<file path="config.mk">
export PLATFORM = sky130hd
export DESIGN_NAME = sdhci_block_sequencer
export DESIGN_NICKNAME = d
export VERILOG_FILES = /design/src/rtl/sdhci_pkg.sv /design/src/rtl/sdhci_block_sequencer.sv
export SDC_FILE = /design/constraint.sdc
export NUM_CORES = 1
export LEC_CHECK = 0
export CAP_MARGIN = 20
export CELL_PAD_IN_SITES_DETAIL_PLACEMENT = 0
export CELL_PAD_IN_SITES_GLOBAL_PLACEMENT = 2
export CORE_UTILIZATION = 32
export DETAILED_ROUTE_END_ITERATION = 6
export PLACE_DENSITY_LB_ADDON = 0.1
export SLEW_MARGIN = 40
export SYNTH_ARGS = -nofsm -noshare
export SYNTH_HDL_FRONTEND = slang
export SYNTH_SLANG_ARGS = --single-unit
</file>
<file path="constraint.sdc">
create_clock -name clk_i -period 5.9 [get_ports clk_i]
set_input_delay 1.77 -clock clk_i [delete_from_list [all_inputs] [get_ports clk_i]]
set_output_delay 1.77 -clock clk_i [all_outputs]
set_load 0.005 [all_outputs]
</file>
<file path="src/rtl/sdhci_pkg.sv">
// Shared types for the SDHCI block sequencer: FSM state encoding, default widths,
// latched transfer configuration and the Block Count writable-reg pair.
package sdhci_pkg;

    localparam int unsigned BlkCntWDef = 16;
    localparam int unsigned BlkSzWDef  = 12;

    // Plain vector plus constants so legacy code can compare raw state values.
    typedef logic [2:0] sdhci_blk_seq_state_e;

    localparam sdhci_blk_seq_state_e StIdle    = 3'd0;
    localparam sdhci_blk_seq_state_e StWaitBuf = 3'd1;
    localparam sdhci_blk_seq_state_e StXfer    = 3'd2;
    localparam sdhci_blk_seq_state_e StCmd12   = 3'd3;
    localparam sdhci_blk_seq_state_e StDone    = 3'd4;

    typedef struct packed {
        logic                 dir;
        logic                 multi;
        logic                 cnt_en;
        logic                 acmd12;
        logic [BlkSzWDef-1:0] size;
    } sdhci_blk_cfg_t;

    typedef struct packed {
        logic [BlkCntWDef-1:0] d;
        logic                  de;
    } sdhci_blk_cnt_wr_t;

endpackage

</file>
<file path="src/rtl/sdhci_block_sequencer.sv">
// Block-by-block SD data transfer sequencer: buffer gating, DAT engine handshake,
// Block Count decrement, Auto CMD12 and completion/error pulses.
module sdhci_block_sequencer
    import sdhci_pkg::*;
#(
    parameter int unsigned BlkCntW = BlkCntWDef,
    parameter int unsigned BlkSzW  = BlkSzWDef
) (
    input  logic               clk_i,
    input  logic               rst_ni,
    input  logic               start_i,
    input  logic               abort_i,
    input  logic               stop_i,
    input  logic               dir_read_i,
    input  logic               multi_block_i,
    input  logic               blk_cnt_en_i,
    input  logic               auto_cmd12_en_i,
    input  logic [BlkCntW-1:0] block_count_i,
    input  logic [BlkSzW-1:0]  block_size_i,
    input  logic               buf_rdy_i,
    output logic               blk_start_o,
    output logic [BlkSzW-1:0]  blk_len_o,
    input  logic               blk_done_i,
    input  logic               blk_err_i,
    output logic [BlkCntW-1:0] block_count_d_o,
    output logic               block_count_de_o,
    output logic               read_transfer_active_o,
    output logic               write_transfer_active_o,
    output logic               auto_cmd12_req_o,
    input  logic               auto_cmd12_ack_i,
    output logic               transfer_done_o,
    output logic               transfer_error_o
);

    sdhci_blk_seq_state_e state_q, state_d;
    sdhci_blk_cfg_t       cfg_q, cfg_d;
    sdhci_blk_cnt_wr_t    cnt_wr_q, cnt_wr_d;
    logic [BlkCntW-1:0]   remaining_q, remaining_d;
    logic                 stop_q, stop_d;
    logic                 blk_start_q, blk_start_d;
    logic                 err_q, err_d;
    logic                 rd_act_q, rd_act_d;
    logic                 wr_act_q, wr_act_d;
    logic                 last_blk;
    logic                 active_d;

    // Infinite transfers (multi without count enable) only end through stop or abort.
    assign last_blk = stop_q |
                      ((remaining_q == BlkCntW'(1)) & (cfg_q.cnt_en | ~cfg_q.multi));

    always_comb begin
        state_d     = state_q;
        cfg_d       = cfg_q;
        remaining_d = remaining_q;
        stop_d      = stop_q;
        blk_start_d = 1'b0;
        cnt_wr_d    = '0;
        err_d       = 1'b0;

        if (abort_i) begin
            state_d = StIdle;
            stop_d  = 1'b0;
        end else begin
            case (state_q)
                StIdle: begin
                    stop_d = 1'b0;
                    if (start_i) begin
                        cfg_d.dir    = dir_read_i;
                        cfg_d.multi  = multi_block_i;
                        cfg_d.cnt_en = blk_cnt_en_i;
                        cfg_d.acmd12 = auto_cmd12_en_i;
                        cfg_d.size   = block_size_i;
                        remaining_d  = multi_block_i ? block_count_i : BlkCntW'(1);
                        if (block_size_i == '0) begin
                            err_d = 1'b1;
                        end else if (multi_block_i & blk_cnt_en_i & (block_count_i == '0)) begin
                            state_d = StDone;
                        end else begin
                            state_d = StWaitBuf;
                        end
                    end
                end
                StWaitBuf: begin
                    if (stop_i | stop_q) begin
                        stop_d  = 1'b1;
                        state_d = StDone;
                    end else if (buf_rdy_i) begin
                        blk_start_d = 1'b1;
                        state_d     = StXfer;
                    end
                end
                StXfer: begin
                    if (stop_i) begin
                        stop_d = 1'b1;
                    end
                    if (blk_err_i) begin
                        err_d   = 1'b1;
                        state_d = StIdle;
                    end else if (blk_done_i) begin
                        if (cfg_q.cnt_en) begin
                            remaining_d = remaining_q - BlkCntW'(1);
                            cnt_wr_d.d  = remaining_q - BlkCntW'(1);
                            cnt_wr_d.de = 1'b1;
                        end
                        if (last_blk) begin
                            state_d = (cfg_q.multi & cfg_q.cnt_en & cfg_q.acmd12 & ~stop_q) ?
                                      StCmd12 : StDone;
                        end else begin
                            state_d = StWaitBuf;
                        end
                    end
                end
                StCmd12: begin
                    if (auto_cmd12_ack_i) begin
                        state_d = StDone;
                    end
                end
                StDone: begin
                    state_d = StIdle;
                end
                default: begin
                    state_d = StIdle;
                end
            endcase
        end

        // Status bits follow the next state so they fall as the FSM leaves XFER.
        active_d = (state_d == StWaitBuf) | (state_d == StXfer);
        rd_act_d = active_d & cfg_d.dir;
        wr_act_d = active_d & ~cfg_d.dir;
    end

    always_ff @(posedge clk_i or negedge rst_ni) begin
        if (!rst_ni) begin
            state_q     <= StIdle;
            cfg_q       <= '0;
            cnt_wr_q    <= '0;
            remaining_q <= '0;
            stop_q      <= 1'b0;
            blk_start_q <= 1'b0;
            err_q       <= 1'b0;
            rd_act_q    <= 1'b0;
            wr_act_q    <= 1'b0;
        end else begin
            state_q     <= state_d;
            cfg_q       <= cfg_d;
            cnt_wr_q    <= cnt_wr_d;
            remaining_q <= remaining_d;
            stop_q      <= stop_d;
            blk_start_q <= blk_start_d;
            err_q       <= err_d;
            rd_act_q    <= rd_act_d;
            wr_act_q    <= wr_act_d;
        end
    end

    assign blk_start_o             = blk_start_q;
    assign blk_len_o               = cfg_q.size;
    assign block_count_d_o         = cnt_wr_q.d;
    assign block_count_de_o        = cnt_wr_q.de;
    assign read_transfer_active_o  = rd_act_q;
    assign write_transfer_active_o = wr_act_q;
    assign auto_cmd12_req_o        = (state_q == StCmd12);
    assign transfer_done_o         = (state_q == StDone);
    assign transfer_error_o        = err_q;

endmodule

</file>
# Yosys cells after proc, flatten, opt, wreduce, memory -nomap -nowiden
# Index checks and enable logic that the tools add are counted.
# op_classes
n_reduce_logical	8
bitwise	16
n_mux	39
add_sub_neg	1
eq_ne	13
# ops
op	n
2-to-1 mux 16 bit	8
2-to-1 mux 17 bit	5
2-to-1 mux 3 bit	11
one-hot mux 16 bit (2 select lines)	1
equality test 16 x 1 -> 1 bit, second input constant	1
zero test 16 bit	1
subtractor 16 x 1 -> 16 bit, second input constant	1
zero test 12 bit	1
one-hot mux 3 bit (4 select lines)	1
2-to-1 mux 1 bit	11
equality test 3 x 2 -> 1 bit, second input constant	3
bitwise AND 1 bit	8
!= test 2 bit, second input constant	4
equality test 3 x 1 -> 1 bit, second input constant	2
!= test 3 bit, second input constant	2
AND reduction 3 bit	2
AND reduction 6 bit	1
NOT 1 bit	4
OR 1 bit	4
nonzero test 4 bit	1
equality test 3 bit, second input constant	1
zero test 3 bit	1
one-hot mux 1 bit (3 select lines)	1
one-hot mux 1 bit (2 select lines)	1
nonzero test 2 bit	1
# totals
in_bits	41
word_cells	91
regBits	57

# Longest topological paths before layout
# Gate-level depths: netlist of the first run.
# depth
depth_word	12
ltp_mapped	8

# Worst setup path before layout of the first run
# Ideal clock, no wire load.
# synth_path
kind	input port to flip-flop
from	input port block_count_i[1]
to	register wr_act_q (netlist: write_transfer_active_o)
required_time_ps	5766
setup_slack_ps	2915
cell_stages	5
t_arrival_ps	2851
n_path_buf	0
cell_sequence	or4_1 nor2_1 a211oi_1 nor4_1 nor3_1
# synth_via
elab_chain_cells	10
# synth_lines
element	line_no	rtl
start, declared	sdhci_block_sequencer.sv:18	input logic [BlkCntW-1:0] block_count_i,
zero test 16 bit (*)	sdhci_block_sequencer.sv:76	end else if (multi_block_i & blk_cnt_en_i & (block_count_i == '0)) begin
bitwise AND 1 bit (*)	sdhci_block_sequencer.sv:76	
2-to-1 mux 3 bit (*)	sdhci_block_sequencer.sv:76	
2-to-1 mux 3 bit (*)	sdhci_block_sequencer.sv:74	if (block_size_i == '0) begin
2-to-1 mux 3 bit (*)	sdhci_block_sequencer.sv:67	if (start_i) begin
one-hot mux 3 bit (4 select lines) (*)	sdhci_block_sequencer.sv:64	case (state_q)
2-to-1 mux 3 bit (*)	sdhci_block_sequencer.sv:60	if (abort_i) begin
equality test 3 x 1 -> 1 bit / equality test 3 x 2 -> 1 bit (equally long branches)	sdhci_block_sequencer.sv:128	active_d = (state_d == StWaitBuf) | (state_d == StXfer);
OR 1 bit (*)	sdhci_block_sequencer.sv:128	
bitwise AND 1 bit (*)	sdhci_block_sequencer.sv:130	wr_act_d = active_d & ~cfg_d.dir;
net wr_act_d	sdhci_block_sequencer.sv:43	logic wr_act_q, wr_act_d;
end signal, assigned	sdhci_block_sequencer.sv:153	wr_act_q <= wr_act_d;
end, declared	sdhci_block_sequencer.sv:43	
# Mark *: on every way through the listed nets, which the timed path passes. The rest lies on a longest branch.
# A chain may end at the register's enable or synchronous reset.

==> flow_summary.ini, run 1 <==
[outcome]
status = complete, no violations

[floorplan]
die_h_um = 96.7
rows = 34
start_util_pct = 32.9
io_pins = 76
core-area_um2 = 8720
die_area_um2 = 9350
die_w_um = 96.7

[worst_setup_path]
critPathKind = input port to flip-flop
crit_path_top_delay_cell = nand2_1
crit_path_end_kind = flip-flop
crit_required_ns = 6.11
crit_path_max_fanout = 16
path_cells = clkdlybuf4s50_1, nor3_1, nand2_1, mux2_2, nor3b_1
crit_path_max_incr_delay_ns = 0.57
worst_ep_arrival_time_ns = 3.97
start_kind = input port

[cts]
htreeDepth = 3
cts_sinks = 57
cts_max_path_buffers = 2
cts_tree = built
cts-resized-gates = 0
postCtsHoldBufs = 0
cts_buffers = 9
post-cts-setup-buffers = 0
root_buffer = clkbuf_8
clock_latency_ns = 0.34
clk_pin_slew_ns = 0.07

[power_and_ir_drop]
p_comb_share_pct = 19.2
vdd_ir_drop_max_v = 0.000151
sequentialPowerShare_pct = 43.0
p_sw_share_pct = 27.2
total_leakage_power_nw = 1.59
power_switching_mw = 0.306
power.total_mw = 1.13
power_density_nw_per_um2 = 292
p_clk_share_pct = 37.9
p_int_mw = 0.820

[placement]
dpl_worst_slack_ns = 1.71
post-dp-hpwl_um = 5210
placed_cell_area_um2 = 3620
gp_congestion = 0.808
port_buffers = 75

[yosys]
synth-simple-area-share_pct = 19.2
netlist_instances = 293
ys_warn_count = 0
yosys.cell_count.top_type = dfrtp_1
synth.largest_area_cell = dfrtp_1
syn-num-nets = 336
ys_types = 46
synth_xor_area_share_pct = 3.97
synth-edff-count = 0
synthArstFlopShare_pct = 100
synthAdderAreaFrac_pct = 0.872
netlist_area_um2 = 2870
synth_top_family_by_area = simple AND/OR/NAND/NOR gates
syn_avg_cell_area_um2 = 9.80
synth.top_cell.area_share_pct = 49.7
synth-seq-cells = 57
synth_area_leaders = dfrtp_1 50%, mux2_2 6.3%, nor2_1 4.8%
synth_compound_area_share_pct = 13.6
seq_area_frac_synth_pct = 49.7
synth_mux_area_share_pct = 6.28
synthFlopType = dfrtp_1
synth.top_cells.by_count = 57 x dfrtp_1, 37 x nor2_1, 20 x a21oi_1, 20 x nand2_1, 16 x mux2_2

[sta]
setup_viol = 0
fin_crit_sh_pct = 63.8
worst_pin_slew_ns = 0.795
slew_headroom_pct = 46.5
final.setup.tns_ns = 0
finalHoldViolCount = 0
drv_slew = 0
rsz0062_at_grt = false
skew_ns = 0.00733
final.setup.worst_slack_ns = 2.13
fin_crit_ns = 3.77
fmax_ghz = 0.266

[route]
wl_met3_um = 355
wl_um = 7520
wl_met1_um = 3340
first_iter_violations = 90
topRoutingLayerUsed = met4
drc = 0
route.met2.wl_um = 3730
viasPerCell = 5.12
dr.pass1.iters = 4
antenna_left = 0
vias = 2393
wl_per_cell_um = 16.1

[final_layout]
final_util_pct = 44.2
area_growth_pct = 34.2
finalNetCount = 397
layout-drive-gt1-share_pct = 10.9
final_area_um2 = 3850
diodes = 0

[grt]
grt_max_degree = 58
antenna_found_initial = 0
grt_usage_pct = 17.0
grt_pass1_vias = 2435
grt_remaining_overflow = 0
grt_pass1_wl_um = 12400

[flow_run]
cap_viol_max_count = 0

[min_path]
hp-class = flip-flop to flip-flop
-- state kept, by name, summed over array words and instances (netlist names) --
register	cells
block_count_d_o	16
remaining_q	16
blk_len_o	12
cfg_q	4
state_q	3
blk_start_o	1
block_count_de_o	1
read_transfer_active_o	1
stop_q	1
transfer_error_o	1
write_transfer_active_o	1
-- kinds of logic (layout without fill, tap and decap cells) --
| family | after synthesis | after routing |
|---|---|---|
| simple gates | 108 | 108 |
| flops | 57 | 57 |
| xor+xnor | 13 | 13 |
| buf+inv | 35 | 101 |
| mux | 16 | 16 |
| fa+ha+maj | 2 | 2 |
| compound gates | 62 | 62 |
-- power by group through the flow --
stage | clock [mW] | sequential [mW] | combinational (mW)
after floorplan | 0 | 0.475 | 0.148
after global placement | 0 | 0.492 | 0.217
after detailed placement | 0 | 0.492 | 0.219
after CTS | 0.441 | 0.484 | 0.220
after global routing | 0.455 | 0.493 | 0.239
final | 0.427 | 0.484 | 0.216
-- critical path: cells and delay by family --
| kind | cells | cell delay [ns] |
|---|---|---|
| buffers and inverters | 1 | 0.49 |
| multiplexers | 1 | 0.45 |
| AND/OR/NAND/NOR | 3 | 1.24 |
-- worst paths after layout --
kind                                start                     end  slack (ns)  cells after the start
max                               abort_i  read_transfer_active_o        2.13                      5
min                         blk_len_o[11]           blk_len_o[11]        0.50                      1
min reg2reg                 blk_len_o[11]           blk_len_o[11]        0.50                      1
min in group asynchronous          rst_ni             blk_start_o        1.47                      2
max in group asynchronous          rst_ni     block_count_d_o[11]        4.01                      2
max reg2reg                remaining_q[0]  read_transfer_active_o        3.26                      6
-- through the flow --
step / cells / hold WS [ns]
global route: 467 / 0.520
global placement: 451 / 0.487
detailed placement: 451 / 0.491
CTS: 467 / 0.509
floorplan: 293 / 0.480
finish: 467 / 0.505
-- metal layers --
layer,up-vias,GRT usage (%)
li1,1155,-
met1,1176,21.2
met2,53,28.2
met3,9,5.06
met4,0,5.17
met5,-,0
-- cell usage in the layout (no fill, tap or decap), types with 2 or more instances in the layout --
| master | n |
|---|---|
| clkdlybuf4s50_1 | 74 |
| dfrtp_1 | 57 |
| nor2_1 | 37 |
| nand2_1 | 20 |
| a21oi_1 | 20 |
| mux2_2 | 16 |
| clkbuf_8 | 11 |
| nor4_1 | 10 |
| nor3_1 | 10 |
| o21ai_0 | 10 |
| inv_1 | 9 |
| xnor2_1 | 9 |
| or3_1 | 6 |
| a211oi_1 | 5 |
| o31a_1 | 4 |
| xor2_1 | 4 |
| a31oi_1 | 4 |
| nand2b_1 | 3 |
| or4_1 | 3 |
| a22oi_1 | 3 |
| o22ai_1 | 3 |
| nand3_1 | 2 |
| or4_4 | 2 |
| nor2b_1 | 2 |
| and3_1 | 2 |
| and4b_1 | 2 |
| a21boi_0 | 2 |
| and2_1 | 2 |
| o2bb2ai_1 | 2 |
| a21o_1 | 2 |
| ha_1 | 2 |
| clkinv_2 | 2 |
| bufinv_16 | 2 |
-- cell type report --
| type | instances | area (um2) |
|---|---|---|
| Fill cell | 891 | 4870 |
| Multi-Input combinational cell | 201 | 1270 |
| Tap cell | 108 | 135 |
| Sequential cell | 57 | 1430 |
| Clock buffer | 11 | 151 |
| Inverter | 9 | 33.8 |
| Clock inverter | 5 | 77.6 |
| Timing Repair Buffer | 76 | 757 |
Power figures use the tool's default switching activity.
==> run 2, diff against run 1 <==
--- a/config.mk
+++ b/config.mk
@@ -8,7 +8,7 @@
 export CAP_MARGIN = 20
 export CELL_PAD_IN_SITES_DETAIL_PLACEMENT = 0
 export CELL_PAD_IN_SITES_GLOBAL_PLACEMENT = 2
-export CORE_UTILIZATION = 32
+export CORE_UTILIZATION = 29
 export DETAILED_ROUTE_END_ITERATION = 6
 export PLACE_DENSITY_LB_ADDON = 0.1
 export SLEW_MARGIN = 40
==> constraint.sdc (replaced) <==
create_clock -name clk_i -period 3.71 [get_ports clk_i]
set_input_delay 1.113 -clock clk_i [delete_from_list [all_inputs] [get_ports clk_i]]
set_output_delay 1.113 -clock clk_i [all_outputs]
set_load 0.005 [all_outputs]
==> flow_summary.ini, run 2 (same netlist as run 1, synthesis figures left out) <==
[outcome]
status = complete, no violations

[worst_setup_path]
worst_ep_arrival_time_ns = 3.11
r2r_end = write_transfer_active_o
crit_required_ns = 3.94
critPathKind = input port to flip-flop
crit_start = blk_err_i
crit_path_end_kind = flip-flop
crit_path_max_fanout = 14
ff2ff_setup_slack_ns = 1.11
reg2reg_depth = 7
start_kind = input port
r2r_start = remaining_q[1]

[sta]
fmax_ghz = 0.348
setup_viol = 0
final.setup.tns_ns = 0
skew_ns = 0.0105
drv_slew = 0
fin_crit_ns = 2.88
finalHoldViolCount = 0
fin_crit_sh_pct = 77.5
worst_pin_slew_ns = 0.783
rsz0062_at_grt = false
hold_ws_ns = 0.505
slew_headroom_pct = 47.4

[route]
wl_per_cell_um = 15.8
vias = 2416
antenna_left = 0
viasPerCell = 4.90
wl_um = 7770
drc = 0
first_iter_violations = 80
dr.pass1.iters = 4

[placement]
dp_cells = 477
placed_cell_area_um2 = 3670
post-dp-hpwl_um = 5540
port_buffers = 75
gp_congestion = 0.751

[floorplan]
die_area_um2 = 10300
die_w_um = 101
rows = 35
start_util_pct = 30.5
io_pins = 76
die_h_um = 101
core-area_um2 = 9420

[cts]
clk_pin_slew_ns = 0.08
cts-resized-gates = 0
htreeDepth = 3
cts_max_path_buffers = 2
cts_sinks = 57
root_buffer = clkbuf_8
clock_latency_ns = 0.33
cts_buffers = 9
post-cts-setup-buffers = 0
cts_tree = built
postCtsHoldBufs = 0

[power_and_ir_drop]
power_density_nw_per_um2 = 458
vdd_ir_drop_max_v = 0.000151
total_leakage_power_nw = 1.60
power.total_mw = 1.79

[final_layout]
layout-drive-gt1-share_pct = 11.8
final_area_um2 = 3900
layout_commonest_cell = clkdlybuf4s50_1
stdcell_count = 493
mostFrequentLayoutCells = 74 x clkdlybuf4s50_1, 57 x dfrtp_1, 37 x nor2_1
diodes = 0
area_growth_pct = 35.9
finalNetCount = 402

[grt]
grt_max_degree = 35
antenna_found_initial = 0
grt_pass1_vias = 2460
grt_remaining_overflow = 0
grt_pass1_wl_um = 12500
grt_usage_pct = 16.2

[min_path]
min-delay-start = blk_len_o[7]
hold_path_end = blk_len_o[7]
hold_path_depth = 1
hp-class = flip-flop to flip-flop

[flow_run]
cap_viol_max_count = 0
-- run 2: layout make-up --
class                           instances  area [um2]
Clock buffer                            9         124
Multi-Input combinational cell        201        1260
Fill cell                             958        5510
Sequential cell                        57        1430
Inverter                                9        33.8
Tap cell                              129         161
Clock inverter                          7         103
Timing Repair Buffer                   81         793
-- run 2: metrics by stage --
stage	worst slack, ns	utilization [%]
finish	0.834	41.4
global route	0.698	41.4
CTS	0.862	41.4
detailed placement	0.491	39.0
global placement	0.518	39.0
floorplan	1.38	-
-- run 2: worst max-delay path, stage by stage --
cell             delay, ns
clkdlybuf4s50_1       0.52
and4b_1               0.26
o21ai_1               0.63
buf_4                 0.33
a211oi_1              0.06
a21o_1                0.18
-- run 2: how the worst max path moves through the flow --
stage / to / slack (ns) / cells past startpoint
floorplan: write_transfer_active_o / 1.38 / 5
global placement: remaining_q[7] / 0.52 / 7
detailed placement: remaining_q[11] / 0.49 / 6
CTS: remaining_q[11] / 0.86 / 6
global route: remaining_q[7] / 0.70 / 7
finish: remaining_q[11] / 0.83 / 6
-- run 2: metal layers --
metal / up-vias / GRT usage (%) / wire, um
met5: - / 0 / 0
met4: 0 / 7.47 / 123
met3: 8 / 3.31 / 425
met2: 72 / 26.5 / 3680
met1: 1172 / 20.6 / 3540
li1: 1164 / - / -
-- run 2: report_power, final --
part	internal, mW	total (mW)	switching, mW
Combinational	0.199	0.348	0.149
Clock	0.384	0.670	0.286
Sequential	0.696	0.770	0.0742
==> run 3, diff against run 2 <==
--- a/config.mk
+++ b/config.mk
@@ -8,7 +8,7 @@
 export CAP_MARGIN = 20
 export CELL_PAD_IN_SITES_DETAIL_PLACEMENT = 0
 export CELL_PAD_IN_SITES_GLOBAL_PLACEMENT = 2
-export CORE_UTILIZATION = 29
+export CORE_UTILIZATION = 26
 export DETAILED_ROUTE_END_ITERATION = 6
 export PLACE_DENSITY_LB_ADDON = 0.1
 export SLEW_MARGIN = 40
==> constraint.sdc (replaced) <==
create_clock -name clk_i -period 2.47 [get_ports clk_i]
set_input_delay 0.741 -clock clk_i [delete_from_list [all_inputs] [get_ports clk_i]]
set_output_delay 0.741 -clock clk_i [all_outputs]
set_load 0.005 [all_outputs]
==> flow_summary.ini, run 3 (same netlist as run 1, synthesis figures left out) <==
[outcome]
status = complete, no violations

[cts]
cts_max_path_buffers = 2
htreeDepth = 3
clock_latency_ns = 0.34
cts_buffers = 9
postCtsHoldBufs = 0
cts_tree = built
cts_sinks = 57
root_buffer = clkbuf_8
clk_pin_slew_ns = 0.07

[floorplan]
core-area_um2 = 10500
io_pins = 76
start_util_pct = 27.3
die_w_um = 107
die_area_um2 = 11500
die_h_um = 107
rows = 37

[sta]
final.setup.tns_ns = 0
drv_slew = 0
fin_crit_sh_pct = 94.3
setup_viol = 0
fmax_ghz = 0.429
fin_crit_ns = 2.33
slew_headroom_pct = 64.5
rsz0062_at_grt = false
worst_pin_slew_ns = 0.532
finalHoldViolCount = 0
skew_ns = 0.0107

[grt]
antenna_found_initial = 0
grt_pass1_vias = 2604
grt_remaining_overflow = 0
grt_max_degree = 41
grt_pass1_wl_um = 13700
grt_usage_pct = 15.8

[power_and_ir_drop]
total_leakage_power_nw = 1.75
power.total_mw = 2.73
vdd_ir_drop_max_v = 0.000268
power_density_nw_per_um2 = 658

[route]
wl_met1_um = 3830
viasPerCell = 4.77
route.met2.wl_um = 3990
wl_per_cell_um = 15.9
vias = 2503
antenna_left = 0
first_iter_violations = 68
wl_met3_um = 405
drc = 0
dr.pass1.iters = 4
wl_um = 8330
topRoutingLayerUsed = met4

[final_layout]
layout-drive-gt1-share_pct = 18.3
layout_commonest_cell = clkdlybuf4s50_1
mostFrequentLayoutCells = 74 x clkdlybuf4s50_1, 56 x dfrtp_1, 37 x nor2_1
area_growth_pct = 44.6
finalNetCount = 427
diodes = 0
final_area_um2 = 4150

[worst_setup_path]
reg2reg_depth = 5
crit_path_max_incr_delay_ns = 0.51
crit_required_ns = 1.73
cp.depth = 3
crit_path_top_delay_cell = clkdlybuf4s50_1
critical-path-top-delay-family = buffers and inverters
path_buf_inv = 1
path_cells = nand2_1, nor2_1, clkdlybuf4s50_1
critPathKind = flip-flop to output port
start_kind = flip-flop
crit_path_max_fanout = 9
crit_path_end_kind = output port
worst_ep_arrival_time_ns = 1.59

[min_path]
hp-class = input port to async pin

[placement]
placed_cell_area_um2 = 3920
port_buffers = 75
gp_congestion = 0.731
post-dp-hpwl_um = 5970

[flow_run]
cap_viol_max_count = 0
-- run 3: cell types whose count changed in the layout (fill, tap and decap cells not counted), sizes merged --
| cell | delta |
|---|---|
| inv | -1 |
| buf | +25 |
| clkinv | +1 |
-- run 3: where the power goes --
part / internal, mW / switching [mW]
Clock: 0.567 / 0.421
Combinational: 0.345 / 0.256
Sequential: 1.05 / 0.0971
Total: 1.96 / 0.774
-- run 3: repair_timing --
action,in CTS,in global routing
endpoints found under the setup margin,0,3
buffers inserted,0,0
gates resized for setup,0,3
-- run 3: final timing paths --
kind	from	to	slack, ns
max in group asynchronous	rst_ni	block_count_d_o[13]	1.55
min	rst_ni	blk_start_o	0.34
max	state_q[0]	auto_cmd12_req_o	0.14
min reg2reg	blk_len_o[8]	blk_len_o[8]	0.51
min in group clk_i	blk_len_o[8]	blk_len_o[8]	0.51
max reg2reg	remaining_q[7]	remaining_q[15]	0.27
-- run 3: per-layer routing --
metal  track usage (%)  vias up
met5                 0        -
met2              25.9       63
li1                  -     1214
met3              4.38        7
met4              4.50        0
met1              20.3     1219
-- run 3: layout make-up --
type / count / area [um2]
inverter: 9 / 33.8
clock buffer: 9 / 124
multi-input combinational: 201 / 1270
sequential: 57 / 1430
timing repair buffer: 106 / 1030
fill: 1098 / 6360
clock inverter: 7 / 95.1
tap: 136 / 170
-- run 3: metrics by stage --
stage | hold WS [ns] | util (%) | std cells | worst slack, ns
6_report | 0.338 | 39.5 | 525 | 0.141
5_1_grt | 0.358 | 39.5 | 525 | 0.0527
3_5_place_dp | 0.492 | 37.3 | 509 | -0.133
3_3_place_gp | 0.487 | 37.3 | 509 | -0.118
4_1_cts | 0.345 | 39.4 | 525 | 0.0436
2_1_floorplan | 0.445 | - | 293 | 0.342
-- run 3: worst reg2reg max path, cell delays in order (launching register included) --
cell and delay [ns]:
dfrtp_1 0.46, or4_1 0.61, nand3b_1 0.27, or3_1 0.41
o31a_1 0.26, o22ai_1 0.12
